`config.mk`:
```
export PLATFORM = sky130hd
export DESIGN_NAME = multicast_tree
export DESIGN_NICKNAME = d
export VERILOG_FILES = /design/src/rtl/router_pkg.sv /design/src/rtl/multicast_tree.sv
export SDC_FILE = /design/constraint.sdc
export NUM_CORES = 1
export LEC_CHECK = 0
export CAP_MARGIN = 20
export CORE_AREA = 2 2 232 234
export CTS_CLUSTER_DIAMETER = 30
export DETAILED_ROUTE_END_ITERATION = 8
export DIE_AREA = 0 0 234 236
export GPL_TIMING_DRIVEN = 0
export SLEW_MARGIN = 10
export SYNTH_ARGS = -nofsm -noshare
export SYNTH_HDL_FRONTEND = slang
export SYNTH_SLANG_ARGS = --single-unit
export TNS_END_PERCENT = 30
```
`constraint.sdc`:
```
create_clock -name clk -period 2.2 [get_ports clk]
set_clock_uncertainty 0.15 [all_clocks]
set_input_delay 0.44 -clock clk [delete_from_list [all_inputs] [get_ports clk]]
set_output_delay 0.44 -clock clk [all_outputs]
set_load 0.02 [all_outputs]
```
`src/rtl/router_pkg.sv`:
```
// -----------------------------------------------------------------------------
// router_pkg
// Shared constants for the collective router datapath.
//   FLIT_SIZE / PORT_NUM  : flit width and number of router output ports
//   port_e                : output port indices (bit i of a port mask = port i)
//   FLIT_*_LSB / FLIT_*_W : flit field layout, used where the destination mask
//                           is decoded upstream of the multicast tree
//   port_bit()            : one-hot mask for a single port
// -----------------------------------------------------------------------------
package router_pkg;

  localparam int FLIT_SIZE = 82;
  localparam int PORT_NUM  = 6;

  // Output port indices, one per mesh direction.
  typedef enum logic [2:0] {
    PORT_XP = 3'd0,
    PORT_XM = 3'd1,
    PORT_YP = 3'd2,
    PORT_YM = 3'd3,
    PORT_ZP = 3'd4,
    PORT_ZM = 3'd5
  } port_e;

  // Flit field layout: [81:80] type, [79:64] destination/collective id, [63:0] payload.
  localparam int FLIT_DATA_LSB = 0;
  localparam int FLIT_DATA_W   = 64;
  localparam int FLIT_DEST_LSB = 64;
  localparam int FLIT_DEST_W   = 16;
  localparam int FLIT_TYPE_LSB = 80;
  localparam int FLIT_TYPE_W   = 2;

  // One-hot port mask for a single output port.
  function automatic logic [PORT_NUM-1:0] port_bit(input port_e p);
    return {{(PORT_NUM-1){1'b0}}, 1'b1} << p;
  endfunction

endpackage

```
`src/rtl/multicast_tree.sv`:
```
// -----------------------------------------------------------------------------
// multicast_tree
// Replicates one flit from the router core onto every output port named in a
// destination mask, and holds it until each targeted port has taken its copy.
// Single flit register plus a pending-port mask; the IDLE/SEND state is simply
// (pend_q == 0) / (pend_q != 0), so there is no separate state register.
//
// Ports:
//   clk        in   system clock
//   rst        in   asynchronous reset, active low
//   in         in   incoming flit (FLIT_SIZE)
//   in_valid   in   incoming flit valid
//   in_mask    in   destination ports, bit i targets port i (FAN_OUT)
//   in_avail   out  a flit can be accepted this cycle
//   out        out  per-port flit copies, port i at [i*FLIT_SIZE +: FLIT_SIZE]
//   out_valid  out  per-port valid (FAN_OUT)
//   out_avail  in   per-port downstream ready (FAN_OUT)
//   drop_cnt   out  saturating count of accepted zero-mask flits (16 bits),
//                   present only when MCAST_DROP_CNT_EN is defined
//
// Build option: MCAST_DROP_CNT_EN adds the drop_cnt port and counter; without
// it, zero-mask flits are discarded silently.
// -----------------------------------------------------------------------------
module multicast_tree #(
  parameter int FAN_OUT   = router_pkg::PORT_NUM,
  parameter int FLIT_SIZE = router_pkg::FLIT_SIZE
) (
  input  logic                         clk,
  input  logic                         rst,
  input  logic [FLIT_SIZE-1:0]         in,
  input  logic                         in_valid,
  input  logic [FAN_OUT-1:0]           in_mask,
  output logic                         in_avail,
  output logic [FLIT_SIZE*FAN_OUT-1:0] out,
  output logic [FAN_OUT-1:0]           out_valid,
  input  logic [FAN_OUT-1:0]           out_avail
`ifdef MCAST_DROP_CNT_EN
  ,
  output logic [15:0]                  drop_cnt
`endif
);

  logic [FLIT_SIZE-1:0] flit_q;
  logic [FAN_OUT-1:0]   pend_q;
  logic [FAN_OUT-1:0]   rem_s;
  logic                 accept_s;

  // Per-port clear: a port stays pending only while it is still waiting for
  // downstream ready; every slice carries the held flit, qualified by out_valid.
  for (genvar g = 0; g < FAN_OUT; g++) begin : g_port
    assign rem_s[g]                          = pend_q[g] & ~out_avail[g];
    assign out[g*FLIT_SIZE +: FLIT_SIZE]     = flit_q;
  end

  assign out_valid = pend_q;

  // A new flit may enter on the same cycle the last pending ports drain, which
  // keeps back-to-back throughput at one flit per cycle.
  assign in_avail = (rem_s == {FAN_OUT{1'b0}});
  assign accept_s = in_valid & in_avail;

  // Flit and pending-mask registers; reset discards any partially sent flit.
  always_ff @(posedge clk or negedge rst) begin
    if (!rst) begin
      flit_q <= {FLIT_SIZE{1'b0}};
      pend_q <= {FAN_OUT{1'b0}};
    end else if (accept_s) begin
      flit_q <= in;
      pend_q <= in_mask;
    end else begin
      flit_q <= flit_q;
      pend_q <= rem_s;
    end
  end

`ifdef MCAST_DROP_CNT_EN
  logic [15:0] drop_cnt_q;

  // Saturating count of accepted flits that targeted no port.
  always_ff @(posedge clk or negedge rst) begin
    if (!rst) begin
      drop_cnt_q <= 16'h0000;
    end else if (accept_s && (in_mask == {FAN_OUT{1'b0}}) && (drop_cnt_q != 16'hFFFF)) begin
      drop_cnt_q <= drop_cnt_q + 16'h0001;
    end else begin
      drop_cnt_q <= drop_cnt_q;
    end
  end

  assign drop_cnt = drop_cnt_q;
`endif

endmodule

```
---- Word-level counts from Yosys, hierarchy flattened ----
Index checks and enable logic that the tools add are counted.
word-level totals
  output and inout port bits .............. 499
  bits in registers ....................... 88
  word-level logic and storage cells ...... 17
cells by class
  reductions and logical operators ........ 1
  multiplexer cells ....................... 1
  bitwise operators ....................... 13
operators with widths
  kind               number
  1-bit bitwise AND  7
  6-bit logical NOT  1
  6-bit two-way mux  1
  1-bit NOT          6

---- Logic depth before layout (Yosys ltp) ----
Gate-level depths: netlist of the first run.
  depth after elaboration ................. 5
  gate-level depth with buffers ........... 6
  mapped depth without buffers ............ 4

---- Worst setup path after synthesis of the first run ----
Ideal clock, no wire load.
  path type ............................... reg-to-reg
  start ................................... reg pend_q[1] (netlist: out_valid[1])
  end ..................................... reg flit_q[67]
  data arrival time ....................... 1.456 ns
  library setup time ...................... 0.125 ns
  stages on the path, launching flop included .. 7
  path slack .............................. 0.469 ns
  data required time ...................... 1.925 ns
  buffers on the path ..................... 2
  cells stage by stage .................... dfrtp_1 -> nand2b_2 -> nand4_4 -> nor2_4 -> buf_6 -> buf_6 -> mux2_4
between the ends
  cells in the longest elaborated chain, start to end .. 3
RTL lines
  item                      RTL line              source
  start: declaration        multicast_tree.sv:44  logic [FAN_OUT-1:0] pend_q;
  start signal: assignment  multicast_tree.sv:66  pend_q <= {FAN_OUT{1'b0}};
  start signal: assignment  multicast_tree.sv:69  pend_q <= in_mask;
  start signal: assignment  multicast_tree.sv:72  pend_q <= rem_s;
  1-bit bitwise AND         multicast_tree.sv:51  assign rem_s[g] = pend_q[g] & ~out_avail[g];
  6-bit logical NOT         multicast_tree.sv:59  assign in_avail = (rem_s == {FAN_OUT{1'b0}});
  1-bit bitwise AND         multicast_tree.sv:60  assign accept_s = in_valid & in_avail;
  end signal: assignment    multicast_tree.sv:65  flit_q <= {FLIT_SIZE{1'b0}};
  end signal: assignment    multicast_tree.sv:68  flit_q <= in;
  end signal: assignment    multicast_tree.sv:71  flit_q <= flit_q;
  end: declaration          multicast_tree.sv:43  logic [FLIT_SIZE-1:0] flit_q;
No other way between the ends.
A chain may end at the register's enable or synchronous reset.

---- Worst setup path after layout of the first run ----
  start ................................... reg flit_q[41]
  end ..................................... out out[123]
RTL lines
  item              RTL line              source
  end: declaration  multicast_tree.sv:34  output logic [FLIT_SIZE*FAN_OUT-1:0] out,
No word-level cell between the ends.

==> qor.yml, run 1 <==
clock_tree:
  cts_tree: "yes"
  clk_pin_slew_ps: 70
  h-tree-depth: 3
  cts.sinks: 88
  clk_path_buf_depth: 2
  cts_buffers: 9
  clk_latency_ps: 370
  root_buffer: "clkbuf_16"
placement:
  dp_hpwl_um: 20400
  place.gp.congestion: 0.692
  placed_area_um2: 13300
  port_buffers: 595
synthesis:
  syn_avg_cell_area_um2: 10.7
  syn_area_um2: 6490
  syn_inst: 606
  synthTopCellsByArea: "buf_4, dfrtp_1, mux2_2"
  synthesis.nets: 703
  synth_top_area_cell: "buf_4"
  synth_cell_types: 14
  yosysWarningCount: 0
  ys_seq_area_share_pct: 33.9
  synth.top_cell.area_share_pct: 48.1
  ys_ff_latch: 88
timing:
  tightestPinTransition_ps: 591
  relSlewSlack_pct: 60.6
  hold_violations: 0
  fin_crit_sh_pct: 96.9
  period_needed_ps: 2130
  drv_slew: 0
  finalSetupViolations: 0
  fmax_mhz: 469
  whs_ps: 443
pwr:
  p_clk_share_pct: 5.9
  power.leakage_nw: 6.54
  power.density_nw_per_um2: 1870
  vdd_drop_max_mv: 0.752
  comb_power_share_pct: 78.3
  switching_power_w: 0.0109
  total_power_w: 0.0255
  intPower_w: 0.0145
  p_seq_share_pct: 15.8
  swShare_pct: 43.0
routing:
  wire_per_inst_um: 12.9
  num_vias: 5770
  drc: 0
  detail-route-antenna-nets: 0
  drt-vias-per-instance: 2.97
  first_pass_iters: 4
  wl_um: 25000
  drt-initial-drc-count: 55
floorplan:
  die_area_um2: 55200
  coreArea_um2: 53100
  start_util_pct: 12.2
  io_pins: 596
  fp.dieH_um: 236
  die_w_um: 234
  rows: 85
layout:
  layout_common_cells: "buf_4, clkdlybuf4s50_1, dfrtp_2, mux2_2, dlygate4sd2_1"
  nFillCells: 5647
  finalNetCount: 1337
  final_common_cell: "buf_4"
  final_util_pct: 25.7
  post_route_cells_drive_above_1_share_pct: 62.7
  area_delta_synth_final_pct: 110
  final_area_um2: 13600
grt:
  grt_pass1_vias: 5631
  antenna_found_initial: 0
  overflow: 0
  grt_pass1_wl_um: 35000
  track_usage_pct: 8.63
  grt_max_degree: 49
worst_setup_path:
  worstSetupPathType: "flip-flop to output port"
  cp_data_arrival_time_ps: 1540
  crit_path_end_kind: "output port"
  required_ps: 1610
  cp_max_fo: 7
  cp-start-kind: "flip-flop"
hold_path:
  worst_hold_path_type: "primary input to async pin"
run:
  max_cap_viol_count: 0
status:
  status: "finished, final reports clean"
[path summary, 6_finish.rpt]
kind	endpoint	slack [ps]	cells past startpoint	start
max	out[123]	70	2	flit_q[41]
min	flit_q[32]	440	2	rst
max reg2reg	flit_q[14]	270	6	out_valid[3]
min reg2reg	flit_q[20]	440	1	flit_q[20]
max in group asynchronous	flit_q[54]	760	3	rst
min in group clk	flit_q[20]	440	1	flit_q[20]
[sequential cells by signal, summed over array words and instances, names as in the netlist]
name	flops
flit_q	82
out_valid	6
[stage by stage]
step / setup WS [ps] / cells / TNS [ps]
finish: 69.2 / 1942 / 0
global route: -9.09 / 1941 / -19.3
floorplan: 469 / 606 / 0
detailed placement: -747 / 1898 / -52480
global placement: -3010 / 1897 / -314980
CTS: -12.3 / 1934 / -12.3
[layer usage]
layer	part of all wire (%)	GRT usage, %
met1	36	8.90
met2	51	15.5
met3	11	4.04
met4	1.1	2.32
met5	0	0
[worst max-delay path: stages, from the launching register on]
cell and delay [ps]:
dfrtp_2 450, buf_4 130, clkdlybuf4s50_1 590
[layout make-up]
type	instances	area (um^2)	area share, %
Antenna cell	1	2.50	0.0184
Multi-Input combinational cell	99	1130	8.32
Sequential cell	88	2300	16.9
Buffer	419	3170	23.2
Clock inverter	6	45.0	0.330
Tap cell	696	871	6.39
Clock buffer	10	229	1.68
Timing Repair Buffer	623	5880	43.1
[cell families after synthesis]
group	after synthesis	synth area share (%)
buffers and inverters	419	48.7
AO/OA/AOI/OAI	6	0.925
multiplexers	82	15.0
AND/OR/NAND/NOR	11	1.39
flip-flops	88	33.9
[power groups by stage]
stage	logic, W	clock network, W	registers (W)
final	0.0199	0.00150	0.00404
after detailed placement	0.0206	0	0.00405
after global placement	0.0205	0	0.00397
after CTS	0.0205	0.00162	0.00415
after floorplan	0.0107	0	0.00430
after global routing	0.0210	0.00170	0.00427
[Yosys cell counts]
library cell    n
nor2_4          1
buf_12          1
dfrtp_1        88
nand2_1         1
nor2_1          1
a21bo_2         6
buf_4         416
nand2b_1        3
buf_6           2
nand3_1         1
mux2_2         68
nand4_4         1
mux2_4         14
nand2b_2        3
[timing repair]
action                                 in CTS  in global routing
setup endpoints to repair                 505                159
endpoints found under the hold margin      40                  0
setup buffers                              19                  7
hold buffers                                1                  0
pin swaps                                   1                  0
resized for setup                         170                151
Power figures use the tool's default switching activity.
==> run 2: changes to the inputs <==
RECOVER_POWER = 25   (was unset)
clock period = 2.3 ns   (was 2.2 ns; I/O delays follow)
==> run 2 against run 1 <==
  * Critical path type unchanged
  * Largest cell class unchanged
  * First-iteration DRC count increased by 40%
  * Critical path depth is the same
  * Non-clock buffer count fell by 24
  * Worst setup slack better by 12 ps
  * Global-route usage down 0.10 points
  * Highest routed layer unchanged
==> qor.yml, run 2 (synthesis gave the netlist of run 1 again) <==
layout:
  final_common_cell: "clkdlybuf4s50_1"
  layout_common_cells: "clkdlybuf4s50_1, buf_4, mux2_2, dfrtp_2, dfrtp_1"
  finalNetCount: 1313
  largest_reg_flops: 82
  area_delta_synth_final_pct: 110
  top_register: "flit_q"
  final_area_um2: 13600
  post_route_cells_drive_above_1_share_pct: 48.1
  final_util_pct: 25.7
grt:
  grt_pass1_wl_um: 34400
  track_usage_pct: 8.53
  antenna_found_initial: 0
  grt_pass1_vias: 5519
  overflow: 0
  grt_max_degree: 49
worst_setup_path:
  cp-start-kind: "flip-flop"
  crit_path_end_kind: "output port"
  required_ps: 1690
  reg2reg_to: "flit_q[35]"
  cp_max_fo: 7
  r2r_start: "out_valid[3]"
  cp_data_arrival_time_ps: 1610
  reg2reg_slack_ps: 310
  worstSetupPathType: "flip-flop to output port"
  reg2regPathDepth: 6
timing:
  drv_slew: 0
  whs_ps: 450
  period_needed_ps: 2220
  fin_crit_sh_pct: 96.5
  finalSetupTns_ps: 0
  tightestPinTransition_ps: 1140
  relSlewSlack_pct: 24.1
  finalSetupViolations: 0
  fmax_mhz: 451
  hold_violations: 0
  setup_slack_ps: 81.6
routing:
  drt-vias-per-instance: 2.95
  num_vias: 5653
  wl_um: 24300
  drt-initial-drc-count: 77
  detail-route-antenna-nets: 0
  drc: 0
  first_pass_iters: 4
  wire_per_inst_um: 12.7
pwr:
  p_clk_share_pct: 5.8
  intPower_w: 0.0143
  power.density_nw_per_um2: 1800
  p_seq_share_pct: 15.6
  comb_power_share_pct: 78.6
  vdd_drop_max_mv: 0.729
  power.leakage_nw: 5.90
  swShare_pct: 42.1
  switching_power_w: 0.0104
placement:
  port_buffers: 595
  dp_hpwl_um: 20400
  place.gp.congestion: 0.692
  dp_slack_ps: -667
  placed_area_um2: 13300
hold_path:
  hp-start: "flit_q[62]"
  min_to: "flit_q[62]"
  hold_path_depth: 1
  worst_hold_path_type: "flip-flop to flip-flop"
clock_tree:
  cts.sinks: 88
  cts_buffers: 9
  clk_path_buf_depth: 2
  clk_latency_ps: 370
  clk_pin_slew_ps: 70
  cts_tree: "yes"
  h-tree-depth: 3
  root_buffer: "clkbuf_16"
run:
  max_cap_viol_count: 0
floorplan:
  io_pins: 596
  rows: 85
  die_area_um2: 55200
  die_w_um: 234
  start_util_pct: 12.2
  coreArea_um2: 53100
  fp.dieH_um: 236
status:
  status: "finished, final reports clean"
==> run 2: changes by cell type in the layout (fill, tap and decap cells not counted), sizes merged <==
cell and delta:
dlygate4sd2 -42, dlymetal6s2s -38, clkbuf +9, clkdlybuf4s50 +198
dlygate4sd3 +17, clkdlybuf4s15 -2, buf -166
==> run 2: per-layer routing <==
layer,vias up,global-route usage [%],wire (um)
met5,-,0,0
met1,2580,8.82,8990
met4,0,2.32,276
met3,16,4.04,2600
met2,328,15.2,12400
li1,2729,-,-
==> run 2: per-stage QoR <==
stage / total power (W) / instances
after floorplan: 0.0143 / 606
after global placement: 0.0234 / 1897
after detailed placement: 0.0236 / 1898
after CTS: 0.0252 / 1917
after global routing: 0.0260 / 1917
final: 0.0246 / 1918
==> run 2: worst max-delay path, cell delays in order, from the launching register on <==
cell and delay, ps:
dfrtp_2 450, buf_4 130, clkdlybuf4s50_1 650
==> run 2: power by group through the flow <==
| stage | Combinational (W) | Sequential (W) | Clock, W |
|---|---|---|---|
| after CTS | 0.0197 | 0.00392 | 0.00155 |
| after detailed placement | 0.0197 | 0.00387 | 0 |
| final | 0.0193 | 0.00385 | 0.00143 |
| after global routing | 0.0203 | 0.00409 | 0.00162 |
| after global placement | 0.0196 | 0.00380 | 0 |
| after floorplan | 0.0102 | 0.00412 | 0 |
==> run 2: layout make-up <==
| cell class | count | area [um^2] |
|---|---|---|
| Antenna cell | 1 | 2.50 |
| Buffer | 419 | 3140 |
| Clock buffer | 10 | 229 |
| Clock inverter | 6 | 45.0 |
| Fill cell | 5579 | 39400 |
| Multi-Input combinational cell | 99 | 1100 |
| Sequential cell | 88 | 2270 |
| Tap cell | 696 | 871 |
| Timing Repair Buffer | 599 | 5980 |
==> run 2: worst max path at each step <==
stage | slack [ps] | startpoint | end | cells after the start
2_1_floorplan | 550 | out_avail[1] | flit_q[67] | 6
3_3_place_gp | -2930 | rst | flit_q[10] | 1
3_5_place_dp | -670 | out_avail[4] | flit_q[67] | 7
4_1_cts | -50 | out_avail[4] | in_avail | 5
5_1_grt | -0.9 | flit_q[9] | out[173] | 2
6_report | 80 | flit_q[4] | out[86] | 2
==> run 2: timing repair <==
action                                  4_1_cts  5_1_grt
cloned                                        0        0
endpoints found under the setup margin      226       96
pin swaps                                     1        0
hold buffers                                  1        0
hold endpoints to repair                     40        0
buffers inserted                              2        0
gates resized for setup                      42       33
